### config.mk
export PLATFORM = sky130hd
export DESIGN_NAME = i2s_tran_ctrl_flat
export DESIGN_NICKNAME = d
export VERILOG_FILES = /design/src/rtl/i2s_tran_ctrl_if.sv /design/src/rtl/i2s_tran_ctrl.sv /design/src/flat_wrapper.sv
export SDC_FILE = /design/constraint.sdc
export NUM_CORES = 1
export LEC_CHECK = 0
export CORE_ASPECT_RATIO = 0.75
export CORE_UTILIZATION = 50
export DETAILED_ROUTE_END_ITERATION = 7
export GPL_TIMING_DRIVEN = 0
export PLACE_DENSITY = 0.75
export SKIP_LAST_GASP = 1
export SYNTH_ARGS = -nofsm -noshare
export SYNTH_HDL_FRONTEND = slang
export SYNTH_SLANG_ARGS = --single-unit
### constraint.sdc
create_clock -name clk -period 3.2 [get_ports clk]
set_clock_uncertainty 0.2 [all_clocks]
set_input_delay 0.48 -clock clk [delete_from_list [all_inputs] [get_ports clk]]
set_output_delay 0.48 -clock clk [all_outputs]
set_load 0.03 [all_outputs]
### src/rtl/i2s_tran_ctrl_if.sv
// Bundle between the register block / ws generator / FIFOs and the transaction controller.
// The slave modport is the controller's view; master is the surrounding system.
interface i2s_tran_ctrl_if #(
  parameter int CNT_W = 16
);
  logic             cfg_we;
  logic             cfg_mode;
  logic             cfg_stereo;
  logic             cfg_frame32;
  logic             cfg_std;
  logic [CNT_W-1:0] cfg_nframes;
  logic             cmd_start;
  logic             cmd_abort;
  logic             tx_empty;
  logic             rx_full;
  logic [1:0]       ws_state;
  logic             word_end;
  logic             op_mode;
  logic             op_stereo;
  logic             op_frame32;
  logic             op_std;
  logic             op_stop;
  logic             busy;
  logic [CNT_W-1:0] frames_done;
  logic             done_pulse;
  logic             aborted;
  logic             err_underrun;
  logic             err_overrun;
  logic             cfg_err;

  modport master (
    output cfg_we, cfg_mode, cfg_stereo, cfg_frame32, cfg_std, cfg_nframes,
           cmd_start, cmd_abort, tx_empty, rx_full, ws_state, word_end,
    input  op_mode, op_stereo, op_frame32, op_std, op_stop, busy, frames_done,
           done_pulse, aborted, err_underrun, err_overrun, cfg_err
  );

  modport slave (
    input  cfg_we, cfg_mode, cfg_stereo, cfg_frame32, cfg_std, cfg_nframes,
           cmd_start, cmd_abort, tx_empty, rx_full, ws_state, word_end,
    output op_mode, op_stereo, op_frame32, op_std, op_stop, busy, frames_done,
           done_pulse, aborted, err_underrun, err_overrun, cfg_err
  );
endinterface

### src/rtl/i2s_tran_ctrl.sv
// Transaction scheduler for the master-mode I2S word-select generator.
// Shadows the operating config, frames a run of N frames and reports status.
module i2s_tran_ctrl #(
  parameter int CNT_W = 16
) (
  input logic             clk,
  input logic             rst_,
  i2s_tran_ctrl_if.slave  bus
);
  typedef enum logic [2:0] {S_IDLE, S_ARM, S_RUN, S_DRAIN, S_DONE} state_e;

  localparam logic [1:0] WS_IDLE = 2'd0;
  localparam logic [1:0] WS_L    = 2'd1;
  localparam logic [1:0] WS_R    = 2'd2;

  state_e           state_q;
  logic             op_mode_q, op_stereo_q, op_frame32_q, op_std_q, op_stop_q;
  logic [CNT_W-1:0] nframes_q, frames_done_q;
  logic             done_pulse_q, aborted_q, err_underrun_q, err_overrun_q, cfg_err_q;

  logic             ws_l, ws_r, ws_idle, frame_word, frame_cmp;
  logic             fw_now, fw_next, final_cmp, under_hit, over_hit, in_flight;
  logic [CNT_W-1:0] last_idx, fd_inc, frames_done_d, start_nframes;

  assign ws_l       = (bus.ws_state == WS_L);
  assign ws_r       = (bus.ws_state == WS_R);
  assign ws_idle    = (bus.ws_state == WS_IDLE);
  assign frame_word = op_stereo_q ? ws_r : ws_l;
  assign frame_cmp  = bus.word_end && frame_word;

  assign last_idx      = nframes_q - CNT_W'(1);
  assign fd_inc        = (&frames_done_q) ? frames_done_q : frames_done_q + CNT_W'(1);
  assign frames_done_d = frame_cmp ? fd_inc : frames_done_q;

  // fw_next looks one word ahead: stereo alternates L/R, mono repeats L.
  assign fw_now    = (frames_done_q == last_idx) && frame_word;
  assign fw_next   = (frames_done_d == last_idx) && (op_stereo_q ? ws_l : 1'b1);
  assign final_cmp = frame_cmp && (fd_inc == nframes_q);

  assign start_nframes = bus.cfg_we ? bus.cfg_nframes : nframes_q;
  assign in_flight     = (state_q == S_RUN) || (state_q == S_DRAIN);
  assign under_hit     = bus.word_end && !op_mode_q && bus.tx_empty;
  assign over_hit      = bus.word_end && op_mode_q && bus.rx_full;

  always_ff @(posedge clk) begin
    if (rst_) begin
      state_q        <= S_IDLE;
      op_mode_q      <= 1'b0;
      op_stereo_q    <= 1'b1;
      op_frame32_q   <= 1'b0;
      op_std_q       <= 1'b0;
      nframes_q      <= '0;
      op_stop_q      <= 1'b1;
      frames_done_q  <= '0;
      done_pulse_q   <= 1'b0;
      aborted_q      <= 1'b0;
      err_underrun_q <= 1'b0;
      err_overrun_q  <= 1'b0;
      cfg_err_q      <= 1'b0;
    end else begin
      done_pulse_q <= 1'b0;
      cfg_err_q    <= 1'b0;
      if (bus.cfg_we && (state_q != S_IDLE)) cfg_err_q <= 1'b1;
      if (in_flight && under_hit) err_underrun_q <= 1'b1;
      if (in_flight && over_hit) err_overrun_q <= 1'b1;

      case (state_q)
        S_IDLE: begin
          if (bus.cfg_we) begin
            op_mode_q    <= bus.cfg_mode;
            op_stereo_q  <= bus.cfg_stereo;
            op_frame32_q <= bus.cfg_frame32;
            op_std_q     <= bus.cfg_std;
            nframes_q    <= bus.cfg_nframes;
          end
          if (bus.cmd_start) begin
            if (start_nframes == '0) begin
              cfg_err_q <= 1'b1;
            end else begin
              state_q        <= S_ARM;
              op_stop_q      <= 1'b0;
              frames_done_q  <= '0;
              aborted_q      <= 1'b0;
              err_underrun_q <= 1'b0;
              err_overrun_q  <= 1'b0;
            end
          end
        end
        S_ARM: begin
          if (bus.cmd_abort) begin
            state_q   <= S_DRAIN;
            op_stop_q <= 1'b1;
            aborted_q <= 1'b1;
          end else if (!ws_idle) begin
            if (fw_now) begin
              state_q   <= S_DRAIN;
              op_stop_q <= 1'b1;
            end else begin
              state_q <= S_RUN;
            end
          end
        end
        S_RUN: begin
          frames_done_q <= frames_done_d;
          // A count that closes the transaction wins over a coincident abort.
          if (ws_idle) begin
            state_q      <= S_DONE;
            op_stop_q    <= 1'b1;
            aborted_q    <= 1'b1;
            done_pulse_q <= 1'b1;
          end else if (final_cmp) begin
            state_q      <= S_DONE;
            op_stop_q    <= 1'b1;
            done_pulse_q <= 1'b1;
          end else if (bus.cmd_abort) begin
            state_q   <= S_DRAIN;
            op_stop_q <= 1'b1;
            aborted_q <= 1'b1;
          end else if (bus.word_end && fw_next) begin
            state_q   <= S_DRAIN;
            op_stop_q <= 1'b1;
          end
        end
        S_DRAIN: begin
          if (ws_idle) begin
            state_q      <= S_DONE;
            done_pulse_q <= 1'b1;
          end else if (bus.word_end) begin
            frames_done_q <= frames_done_d;
            state_q       <= S_DONE;
            done_pulse_q  <= 1'b1;
          end
        end
        S_DONE: begin
          state_q <= S_IDLE;
        end
        default: begin
          state_q   <= S_IDLE;
          op_stop_q <= 1'b1;
        end
      endcase
    end
  end

  assign bus.op_mode      = op_mode_q;
  assign bus.op_stereo    = op_stereo_q;
  assign bus.op_frame32   = op_frame32_q;
  assign bus.op_std       = op_std_q;
  assign bus.op_stop      = op_stop_q;
  assign bus.busy         = (state_q != S_IDLE);
  assign bus.frames_done  = frames_done_q;
  assign bus.done_pulse   = done_pulse_q;
  assign bus.aborted      = aborted_q;
  assign bus.err_underrun = err_underrun_q;
  assign bus.err_overrun  = err_overrun_q;
  assign bus.cfg_err      = cfg_err_q;
endmodule
### src/flat_wrapper.sv
// flat-port wrapper written by rule: the top's interface ports become plain ports
module i2s_tran_ctrl_flat 
#(
  parameter int CNT_W = 16
)
  (clk, rst_, bus_cfg_we, bus_cfg_mode, bus_cfg_stereo, bus_cfg_frame32, bus_cfg_std, bus_cfg_nframes, bus_cmd_start, bus_cmd_abort, bus_tx_empty, bus_rx_full, bus_ws_state, bus_word_end, bus_op_mode, bus_op_stereo, bus_op_frame32, bus_op_std, bus_op_stop, bus_busy, bus_frames_done, bus_done_pulse, bus_aborted, bus_err_underrun, bus_err_overrun, bus_cfg_err);
  i2s_tran_ctrl_if #(.CNT_W(CNT_W)) bus_i ();
  input logic clk;
  input logic rst_;
  input wire logic [$bits(bus_i.cfg_we)-1:0] bus_cfg_we;
  input wire logic [$bits(bus_i.cfg_mode)-1:0] bus_cfg_mode;
  input wire logic [$bits(bus_i.cfg_stereo)-1:0] bus_cfg_stereo;
  input wire logic [$bits(bus_i.cfg_frame32)-1:0] bus_cfg_frame32;
  input wire logic [$bits(bus_i.cfg_std)-1:0] bus_cfg_std;
  input wire logic [$bits(bus_i.cfg_nframes)-1:0] bus_cfg_nframes;
  input wire logic [$bits(bus_i.cmd_start)-1:0] bus_cmd_start;
  input wire logic [$bits(bus_i.cmd_abort)-1:0] bus_cmd_abort;
  input wire logic [$bits(bus_i.tx_empty)-1:0] bus_tx_empty;
  input wire logic [$bits(bus_i.rx_full)-1:0] bus_rx_full;
  input wire logic [$bits(bus_i.ws_state)-1:0] bus_ws_state;
  input wire logic [$bits(bus_i.word_end)-1:0] bus_word_end;
  output wire logic [$bits(bus_i.op_mode)-1:0] bus_op_mode;
  output wire logic [$bits(bus_i.op_stereo)-1:0] bus_op_stereo;
  output wire logic [$bits(bus_i.op_frame32)-1:0] bus_op_frame32;
  output wire logic [$bits(bus_i.op_std)-1:0] bus_op_std;
  output wire logic [$bits(bus_i.op_stop)-1:0] bus_op_stop;
  output wire logic [$bits(bus_i.busy)-1:0] bus_busy;
  output wire logic [$bits(bus_i.frames_done)-1:0] bus_frames_done;
  output wire logic [$bits(bus_i.done_pulse)-1:0] bus_done_pulse;
  output wire logic [$bits(bus_i.aborted)-1:0] bus_aborted;
  output wire logic [$bits(bus_i.err_underrun)-1:0] bus_err_underrun;
  output wire logic [$bits(bus_i.err_overrun)-1:0] bus_err_overrun;
  output wire logic [$bits(bus_i.cfg_err)-1:0] bus_cfg_err;
  assign bus_i.cfg_we = bus_cfg_we;
  assign bus_i.cfg_mode = bus_cfg_mode;
  assign bus_i.cfg_stereo = bus_cfg_stereo;
  assign bus_i.cfg_frame32 = bus_cfg_frame32;
  assign bus_i.cfg_std = bus_cfg_std;
  assign bus_i.cfg_nframes = bus_cfg_nframes;
  assign bus_i.cmd_start = bus_cmd_start;
  assign bus_i.cmd_abort = bus_cmd_abort;
  assign bus_i.tx_empty = bus_tx_empty;
  assign bus_i.rx_full = bus_rx_full;
  assign bus_i.ws_state = bus_ws_state;
  assign bus_i.word_end = bus_word_end;
  assign bus_op_mode = bus_i.op_mode;
  assign bus_op_stereo = bus_i.op_stereo;
  assign bus_op_frame32 = bus_i.op_frame32;
  assign bus_op_std = bus_i.op_std;
  assign bus_op_stop = bus_i.op_stop;
  assign bus_busy = bus_i.busy;
  assign bus_frames_done = bus_i.frames_done;
  assign bus_done_pulse = bus_i.done_pulse;
  assign bus_aborted = bus_i.aborted;
  assign bus_err_underrun = bus_i.err_underrun;
  assign bus_err_overrun = bus_i.err_overrun;
  assign bus_cfg_err = bus_i.cfg_err;
  i2s_tran_ctrl #(.CNT_W(CNT_W)) u_core (.clk(clk), .rst_(rst_), .bus(bus_i));
endmodule
# [Yosys cells after proc, flatten, opt, wreduce, memory -nomap -nowiden]
# Index checks and enable logic that the tools add are counted.
[word_totals] out_inout_bits=27 wordCells=114 ff_bits=45 in_bits=30
[op_classes] add_sub_neg=2 reduce_logical=27 n_eq_ne=18 bitwise_logic=1 muxes=53
[op_table] operator="16-bit 2-to-1 mux" n=7
[op_table] operator="16-bit equality test" n=3
[op_table] operator="16-bit one-hot mux with 3 select lines" n=1
[op_table] operator="1-bit 2-to-1 mux" n=31
[op_table] operator="3-bit 2-to-1 mux" n=10
[op_table] operator="16-bit by 1-bit adder with 16-bit output (second input constant)" n=1
[op_table] operator="16-bit zero test" n=1
[op_table] operator="16-bit AND reduction" n=1
[op_table] operator="16-bit by 1-bit subtractor with 16-bit output (second input constant)" n=1
[op_table] operator="1-bit logical AND" n=12
[op_table] operator="3-bit one-hot mux with 4 select lines" n=1
[op_table] operator="5-bit AND reduction" n=2
[op_table] operator="3-bit by 2-bit inequality test with 1-bit output (second input constant)" n=3
[op_table] operator="3-bit nonzero test" n=3
[op_table] operator="2-bit inequality test (second input constant)" n=4
[op_table] operator="3-bit by 2-bit equality test with 1-bit output (second input constant)" n=2
[op_table] operator="6-bit AND reduction" n=1
[op_table] operator="5-bit by 3-bit inequality test with 1-bit output (second input constant)" n=1
[op_table] operator="1-bit one-hot mux with 4 select lines" n=1
[op_table] operator="4-bit AND reduction" n=1
[op_table] operator="3-bit by 1-bit equality test with 1-bit output (second input constant)" n=1
[op_table] operator="3-bit equality test (second input constant)" n=1
[op_table] operator="3-bit zero test" n=1
[op_table] operator="3-bit inequality test (second input constant)" n=1
[op_table] operator="other kinds (10)" n=10

# [Longest topological paths before layout]
# Gate-level depths: netlist (run 1).
[logic_depth] ltp_word=12 mapped_depth=12 mapped_depth_nobuf=11

# [Worst setup path before layout (run 1)]
# No wires, ideal clock.
[synth_timing] path_type="flip-flop to flip-flop" from="register u_core.frames_done_q[1] (netlist: u_core.bus.frames_done[1])" to="register u_core.state_q[0]" required_ns=2.877 path_buffers=2 setup_slack_ns=0.063 synth_period_minus_slack_ns=3.137 arrival_time_ns=2.814 stages_incl_launch_ff=13 cell_sequence="dfxtp_1 > ha_1 > buf_2 > nand3_2 > buf_2 > a2111o_1 > xnor2_1 > o2111ai_1 > nor4_1 > a41o_1 > nor3_2 > a21oi_1 > mux2_1"
[synth_via] elab_chain_cells=8
[synth_rtl] element="start: declaration" line_no="i2s_tran_ctrl.sv:18" rtl="logic [CNT_W-1:0] nframes_q, frames_done_q;"
[synth_rtl] element="start signal: assignment" line_no="i2s_tran_ctrl.sv:104" rtl="frames_done_q <= frames_done_d;"
[synth_rtl] element="start signal: assignment" line_no="i2s_tran_ctrl.sv:129" rtl="frames_done_q <= frames_done_d;"
[synth_rtl] element="16-bit by 1-bit adder with 16-bit output or 16-bit AND reduction (tied branches)" line_no="i2s_tran_ctrl.sv:32" rtl="assign fd_inc = (&frames_done_q) ? frames_done_q : frames_done_q + CNT_W'(1);"
[synth_rtl] element="16-bit 2-to-1 mux" line_no="i2s_tran_ctrl.sv:32"
[synth_rtl] element="16-bit 2-to-1 mux" line_no="i2s_tran_ctrl.sv:33" rtl="assign frames_done_d = frame_cmp ? fd_inc : frames_done_q;"
[synth_rtl] element="16-bit equality test" line_no="i2s_tran_ctrl.sv:37" rtl="assign fw_next = (frames_done_d == last_idx) && (op_stereo_q ? ws_l : 1'b1);"
[synth_rtl] element="1-bit logical AND" line_no="i2s_tran_ctrl.sv:37"
[synth_rtl] element="1-bit logical AND" line_no="i2s_tran_ctrl.sv:119" rtl="end else if (bus.word_end && fw_next) begin"
[synth_rtl] element="5-bit by 3-bit inequality test with 1-bit output (no source line)"
[synth_rtl] element="5-bit AND reduction (no source line)"
[synth_rtl] element="end signal: assignment" line_no="i2s_tran_ctrl.sv:116" rtl="state_q <= S_DRAIN;"
[synth_rtl] element="end signal: assignment" line_no="i2s_tran_ctrl.sv:120" rtl="state_q <= S_DRAIN;"
[synth_rtl] element="end signal: assignment" line_no="i2s_tran_ctrl.sv:126" rtl="state_q <= S_DONE;"
[synth_rtl] element="end: declaration" line_no="i2s_tran_ctrl.sv:16" rtl="state_e state_q;"
# Several ways; a longest one is shown, not always the timed one. The select of a mux whose other input is x is not followed.
# A chain may end at the register's enable or synchronous reset.

# [Worst setup path after layout (run 1)]
[layout_timing] from="register u_core.nframes_q[1]" to="register u_core.state_q[0]"
[layout_via] elab_chain_cells=7
[layout_rtl] element="start: declaration" line_no="i2s_tran_ctrl.sv:18"
[layout_rtl] element="start signal: assignment" line_no="i2s_tran_ctrl.sv:74" rtl="nframes_q <= bus.cfg_nframes;"
[layout_rtl] element="16-bit by 1-bit subtractor with 16-bit output" line_no="i2s_tran_ctrl.sv:31" rtl="assign last_idx = nframes_q - CNT_W'(1);"
[layout_rtl] element="16-bit equality test" line_no="i2s_tran_ctrl.sv:36" rtl="assign fw_now = (frames_done_q == last_idx) && frame_word;"
[layout_rtl] element="1-bit logical AND" line_no="i2s_tran_ctrl.sv:36"
[layout_rtl] element="1-bit 2-to-1 mux" line_no="i2s_tran_ctrl.sv:95" rtl="if (fw_now) begin"
[layout_rtl] element="3-bit 2-to-1 mux" line_no="i2s_tran_ctrl.sv:94" rtl="end else if (!ws_idle) begin"
[layout_rtl] element="3-bit 2-to-1 mux" line_no="i2s_tran_ctrl.sv:90" rtl="if (bus.cmd_abort) begin"
[layout_rtl] element="3-bit one-hot mux with 4 select lines" line_no="i2s_tran_ctrl.sv:67" rtl="case (state_q)"
[layout_rtl] element="end signal: assignment" line_no="i2s_tran_ctrl.sv:91" rtl="state_q <= S_DRAIN;"
[layout_rtl] element="end signal: assignment" line_no="i2s_tran_ctrl.sv:96" rtl="state_q <= S_DRAIN;"
[layout_rtl] element="end signal: assignment" line_no="i2s_tran_ctrl.sv:99" rtl="state_q <= S_RUN;"
# Several ways; a longest one is shown, not always the timed one. The select of a mux whose other input is x is not followed.

==> results of run 1 <==
-- routing by layer --
metal | vias up | share of wire
met2 | 271 | 0.43
met4 | 0 | 0.023
li1 | 2107 | -
met1 | 2137 | 0.44
met5 | - | 0
met3 | 30 | 0.10
-- worst max-delay path by stage --
stage                                               to  slack, ns  depth (start not counted)
2_1_floorplan           u_core.state_q[0]$_SDFFE_PP0P_       0.06                         12
3_3_place_gp            u_core.state_q[0]$_SDFFE_PP0P_      -0.76                         11
3_5_place_dp            u_core.state_q[0]$_SDFFE_PP0P_      -0.82                         11
4_1_cts        u_core.bus.frames_done[10]$_SDFFE_PP0P_      -0.03                          9
5_1_grt                 u_core.state_q[0]$_SDFFE_PP0P_      -0.11                         11
6_report                u_core.state_q[0]$_SDFFE_PP0P_      -0.08                         11
-- layout by cell type, fill, tap and decap left out, types with 7 or more instances in the layout --
cell type | netlist | final
nor4_2 | 4 | 8
buf_6 | 2 | 7
nand4_1 | 9 | 9
xnor2_1 | 39 | 37
dfxtp_1 | 45 | 35
dfxtp_2 | 0 | 8
nor2_1 | 35 | 35
nand3_1 | 18 | 16
o21ai_0 | 14 | 12
a31oi_1 | 10 | 9
xor2_1 | 16 | 14
buf_4 | 4 | 34
clkdlybuf4s50_1 | 0 | 52
inv_1 | 11 | 9
nand2_1 | 72 | 69
a21oi_1 | 53 | 52
clkbuf_1 | 25 | 20
nor3_1 | 20 | 18
-- sequential cells by signal (all words and copies together), names as in the netlist --
signal                   count
u_core.bus.err_underrun      1
u_core.bus.frames_done      16
u_core.bus.op_std            1
u_core.bus.err_overrun       1
u_core.bus.done_pulse        1
u_core.bus.cfg_err           1
u_core.bus.op_stereo         1
u_core.state_q               3
u_core.bus.op_stop           1
u_core.nframes_q            16
u_core.bus.aborted           1
u_core.bus.op_mode           1
u_core.bus.op_frame32        1
-- cell families after synthesis --
| kind of cell | Yosys count | synth area share |
|---|---|---|
| compound gates | 126 | 0.212 |
| buf+inv | 59 | 0.0693 |
| xor+xnor | 56 | 0.128 |
| flops | 45 | 0.229 |
| fa+ha+maj | 3 | 0.00922 |
| mux | 5 | 0.0130 |
| simple gates | 234 | 0.340 |
-- timing repair --
item                                   CTS  global route
buffers inserted                        15            15
resized for setup                       47            64
pin swaps                               18            30
endpoints found under the hold margin    0             0
setup endpoints to repair                7            16
-- stage by stage --
stage / setup WS, ns / power [mW] / util
CTS: -0.0311 / 2.91 / 0.678
global route: -0.114 / 3.28 / 0.723
finish: -0.0825 / 3.12 / 0.723
global placement: -0.760 / 2.29 / 0.618
detailed placement: -0.825 / 2.30 / 0.618
floorplan: 0.0631 / 1.87 / -
-- power by group --
part	leakage, nW	switching (mW)	internal, mW	total [mW]
Sequential	0.372	0.0963	0.639	0.735
Clock	0.0585	0.216	0.255	0.471
Combinational	1.47	1.11	0.797	1.91
Total	1.90	1.42	1.69	3.12
-- final cells by class --
class | count | area [µm²] | area share
multi-input cells | 424 | 3140 | 0.581
flip-flops and latches | 45 | 918 | 0.170
repair buffers | 85 | 792 | 0.147
plain buffers | 43 | 265 | 0.0491
well taps | 101 | 126 | 0.0234
clock buffers | 7 | 86.3 | 0.0160
inverters | 11 | 46.3 | 0.00857
clock inverters | 1 | 30.0 | 0.00556
-- worst max-delay path, delay by kind of cell, from the launching register on --
| family | cells | cell delay [ns] |
|---|---|---|
| xor gates and xnor gates | 2 | 0.34 |
| adders and majority gates | 1 | 0.11 |
| buffers and inverters | 2 | 0.23 |
| and+or+nand+nor | 3 | 1.14 |
| muxes | 1 | 0.34 |
| AOI/OAI and AO/OA | 2 | 0.43 |
| DFF | 1 | 0.37 |
==> impl_results.md, run 1 <==
- Post-Syn Instances: 528
- Synth warn: 0
- P_leak: 1.90 nW
- Mapped Area: 3940 µm²
- Post-Route WL: 14100 µm
- Setup crit end kind: register
- Cts bufs inserted: 5
- Dominant synthesized flop cell: dfxtp_1
- CP Cell Sequence: inv_4 > ha_4 > or4b_4 > buf_4 > nor4_4 > xnor2_2 > xor2_1 > nor4_2 > a41oi_2 > a21oi_1 > mux2_1
- Post-synth EDFFs: 0
- Hold_ws: 0.264 ns
- Hold Startpoint: u_core.bus.op_frame32$_SDFFE_PP0P_
- Final hold vios: 0
- Routing usage on met2: 0.514
- CTS root buffer: clkbuf_8
- Via density: 6.34
- Worst slew pin tran: 0.761 ns
- Grt total ovfl: 0
- Top-count cell post-synth: nand2_1
- Largest net degree at the start of global routing: 14
- R2R cell count: 11
- Placed inst area: 4610 µm²
- Chip Height: 78.8 µm
- Post-Syn Nets: 560
- Non-filler cells, final: 717
- Drt pass-1 iters: 5
- Slowest cell on the critical path: or4b_4
- Met3 Use GR: 0.0665
- Clock transition at path regs: 0.09 ns
- Largest area contributor in the netlist: dfxtp_1
- Commonest cells in the synthesized netlist: nand2_1 (72), a21oi_1 (53), dfxtp_1 (45)
- Final instance area: 5400 µm²
- Synth-to-Final Area Change: 37.2%
- Worst Hold End: u_core.bus.op_frame32$_SDFFE_PP0P_
- Asr flop ratio synth: 0
- 1st-iter DRT viols: 468
- # IOs: 57
- Inst Count DP: 684
- Largest stage delay, worst path: 0.52 ns
- Max Cap Violations: 0
- GP Congestion: 0.952
- Core box area: 7470 µm²
- Reg2reg end: u_core.state_q[0]$_SDFFE_PP0P_
- Startpoint Class: register
- CP Data Required Time: 3.20 ns
- Largest cells by area after synthesis: dfxtp_1 (23%), xnor2_1 (8.7%), nand2_1 (6.9%)
- Clk buf depth: 2
- # port buffers: 55
- Via count: 4545
- Flop2flop setup slack: -0.08 ns
- DRC viols: 0
- HP Class: register to register
- Top-area cell type share of the netlist area: 0.229
- CP Max Fanout: 4
- CTS sink count: 45
- Hold buffer count at cts: 0
- Final nets: 647
- ANT cells: 0
- RR Startpoint: u_core.nframes_q[1]$_SDFFE_PP0P_
- H-tree depth reported by CTS: 2
- VDD IR max: 0.000383 V
- Setup CP Type: register to register
- Worst Path Arrival: 3.28 ns
- CTS tree: done
- Hpwl dp: 10000 µm
- Grt met1 use: 0.467
- WL/cell: 19.7 µm
- Fillers: 619
- RSZ-0062 raised after global routing: true
- WHS Path Cells: 2
- Violated checks: negative setup slack
- Worst-Skew Late Latency: 0.31 ns
- First-pass GRT wire length: 21700 µm
- Die ar.: 8230 µm²
- Tmin final: 3.28 ns
- Slew Limit Fails: 0
- Initial antenna violation count: 0
- Status: finished, violations left
- Relative slew slack: 0.493
- Layout cells sized above 1: 0.229
- Flops & latches, synth: 45
- Final period util: 1.03
- Vias in the first global route: 4158
- Initial Util: 0.527
- Final setup viols: 1
- Sequential fraction of the synthesis area: 0.229
- GRT Total Usage: 0.334
- Power per standard cell area: 577 nW/µm²
- Busiest grt layer: met2
- Netlist cell types: 74
- Crit path from: u_core.nframes_q[1]$_SDFFE_PP0P_
- Post-route ant nets: 0
- Syn Area/Cell: 7.45 µm²
- Num rows: 27
- Setup TNS: -0.0825 ns
- Final worst slack: -0.0825 ns
- Fmax: 305 MHz
- Die X: 104 µm
(Power assumes the default switching activity.)
==> run 2: changes to the inputs <==
--- a/config.mk
+++ b/config.mk
@@ -10,6 +10,7 @@
 export DETAILED_ROUTE_END_ITERATION = 7
 export GPL_TIMING_DRIVEN = 0
 export PLACE_DENSITY = 0.75
+export SKIP_CTS_REPAIR_TIMING = 1
 export SKIP_LAST_GASP = 1
 export SYNTH_ARGS = -nofsm -noshare
 export SYNTH_HDL_FRONTEND = slang
==> impl_results.md, run 2 (same netlist as run 1, synthesis figures left out) <==
- Status: finished, violations left
- Violated checks: negative setup slack
- Final setup viols: 2 (+1)
- Die ar.: 8230 µm² (unchanged)
- Core Util, Final: 0.708 (-0.0154)
- HP Class: register to register
- Via density: 6.34 (about the same)
- Relative slew slack: 0.501 (+0.00818)
- # IOs: 57 (unchanged)
- Setup CP Type: register to register
- Fillers: 643 (+3.9%)
- CP Data Required Time: 3.20 ns (about the same)
- CTS sink count: 45 (unchanged)
- Post-Route WL: 13900 µm (-1.1%)
- WHS Path Cells: 2 (unchanged)
- Pre-CTS setup slack: -0.825 ns (unchanged)
- Critical path's top delay family: simple AND/OR/NAND/NOR gates
- Reg area: 910 µm² (-0.95%)
- Worst-Skew Late Latency: 0.30 ns (about the same)
- Sw power: 1.39 mW (-2.6%)
- VDD IR max: 0.000383 V (about the same)
- ANT cells: 0 (unchanged)
- Fmax: 297 MHz (-2.6%)
- Final nets: 644 (-0.46%)
- P_leak: 1.87 nW (-1.7%)
- Comb pwr share: 0.609 (-0.004)
- Setup crit end kind: register
- First-pass GRT wire length: 21000 µm (-3.4%)
- Combined area of the multi-input logic cells: 3080 µm² (-1.7%)
- H-tree depth reported by CTS: 2 (unchanged)
- Most frequent cells in the layout: nand2_1 (70), a21oi_1 (53), clkdlybuf4s50_1 (52), dfxtp_1 (42), xnor2_1 (39)
- Largest net degree at the start of global routing: 14 (unchanged)
- Max Cap Violations: 0 (unchanged)
- CP Cell Sequence: nand4b_1 > buf_4 > nand2_4 > clkbuf_4 > nand4_1 > o21ai_0 > xor2_1 > nor4_2 > a41oi_2 > a21oi_1 > mux2_1
- Worst Path Buf+Inv: 2 (unchanged)
- Reg power frac: 0.237 (about the same)
- 1st-iter DRT viols: 466 (-0.43%)
- Via count: 4527 (-0.40%)
- Clk pwr share: 0.154 (+0.003)
- Internal: 1.66 mW (-2.0%)
- # port buffers: 55 (unchanged)
- Slew Limit Fails: 0 (unchanged)
- GP Congestion: 0.952 (unchanged)
- Chip Height: 78.8 µm (unchanged)
- Final instance area: 5290 µm² (-2.1%)
- CP Max Fanout: 10 (+6)
- Inst Count DP: 684 (unchanged)
- Cts bufs inserted: 5 (unchanged)
- CTS root buffer: clkbuf_8
- GRT Total Usage: 0.322 (-0.0122)
- Grt total ovfl: 0 (unchanged)
- Synth-to-Final Area Change: 34.3%
- Clk buf depth: 2 (unchanged)
- Hpwl dp: 10000 µm (unchanged)
- Post-route ant nets: 0 (unchanged)
- Final worst slack: -0.171 ns (-0.0884 ns)
- Num rows: 27 (unchanged)
- Layout cells sized above 1: 0.197 (-0.0315)
- Non-filler cells, final: 714 (-0.42%)
- Crit. path cell count: 11 (unchanged)
- Tmin final: 3.37 ns (+0.0884 ns)
- Initial Util: 0.527 (unchanged)
- Vias in the first global route: 3987 (-4.1%)
- Sw frac: 0.456 (-0.00162)
- Clock transition at path regs: 0.09 ns (about the same)
- Slowest cell on the critical path: dfxtp_1
- Die X: 104 µm (unchanged)
- Initial antenna violation count: 0 (unchanged)
- CTS tree: done
- Final period util: 1.05 (+0.0276)
- Commonest non-fill, non-tap cell in the layout: nand2_1
- DRC viols: 0 (unchanged)
- Placed inst area: 4610 µm² (unchanged)
- Startpoint Class: register
- Core box area: 7470 µm² (unchanged)
- Final hold vios: 0 (unchanged)
- R2R cell count: 11 (unchanged)
- RSZ-0062 raised after global routing: true
- Worst Path Arrival: 3.37 ns (+0.09 ns)
- Worst slew pin tran: 0.749 ns (-0.0123 ns)
- Largest stage delay, worst path: 0.57 ns (+0.05 ns)
- Drt pass-1 iters: 5 (unchanged)
- WL/cell: 19.5 µm (-0.64%)
- Power per standard cell area: 576 nW/µm² (-0.15%)
## run 2: cell types whose count changed in the layout (fill, tap and decap cells not counted), sizes merged
| cell | change |
|---|---|
| dlymetal6s2s | +1 |
| clkbuf | +3 |
| buf | -6 |
| dlygate4sd2 | -1 |
## run 2: worst paths after layout
check,startpoint,endpoint,slack [ns]
min reg2reg,u_core.bus.op_frame32$_SDFFE_PP0P_,u_core.bus.op_frame32$_SDFFE_PP0P_,0.26
max,u_core.bus.op_stereo$_SDFFE_PP1P_,u_core.state_q[0]$_SDFFE_PP0P_,-0.17
min,u_core.bus.op_frame32$_SDFFE_PP0P_,u_core.bus.op_frame32$_SDFFE_PP0P_,0.26
max reg2reg,u_core.bus.op_stereo$_SDFFE_PP1P_,u_core.state_q[0]$_SDFFE_PP0P_,-0.17
## run 2: power by group through the flow
stage | Sequential (mW) | Combinational [mW] | Clock [mW]
floorplan | 0.751 | 1.12 | 0
global placement | 0.714 | 1.57 | 0
detailed placement | 0.716 | 1.59 | 0
CTS | 0.704 | 1.60 | 0.470
global route | 0.728 | 1.99 | 0.498
finish | 0.720 | 1.86 | 0.469
## run 2: worst min-delay path, delay by kind of cell (launching register included)
kind	cells	cell delay [ns]
AND/OR/NAND/NOR	1	0.05
flip-flops	1	0.32
AO/OA/AOI/OAI	1	0.05
## run 2: routing by layer
layer / GRT usage / wire, µm / up-vias
met5: 0 / 0 / -
met3: 0.0534 / 1290 / 25
met4: 0.0871 / 284 / 0
met1: 0.461 / 6200 / 2131
li1: - / - / 2104
met2: 0.497 / 6160 / 267
## run 2: cell type report
class,count,share of cell area
buffer,45,0.0495
clock buffer,7,0.0163
clock inverter,1,0.00568
inverter,11,0.00829
multi-input combinational,424,0.583
sequential,45,0.172
tap,101,0.0239
timing repair buffer,80,0.141
## run 2: metrics by stage
step	total power [mW]	hold slack [ns]	setup TNS, ns
detailed placement	2.30	0.252	-6.73
floorplan	1.87	0.278	0
global route	3.21	0.286	-0.410
finish	3.04	0.264	-0.258
CTS	2.77	0.269	-1.27
global placement	2.29	0.244	-5.75
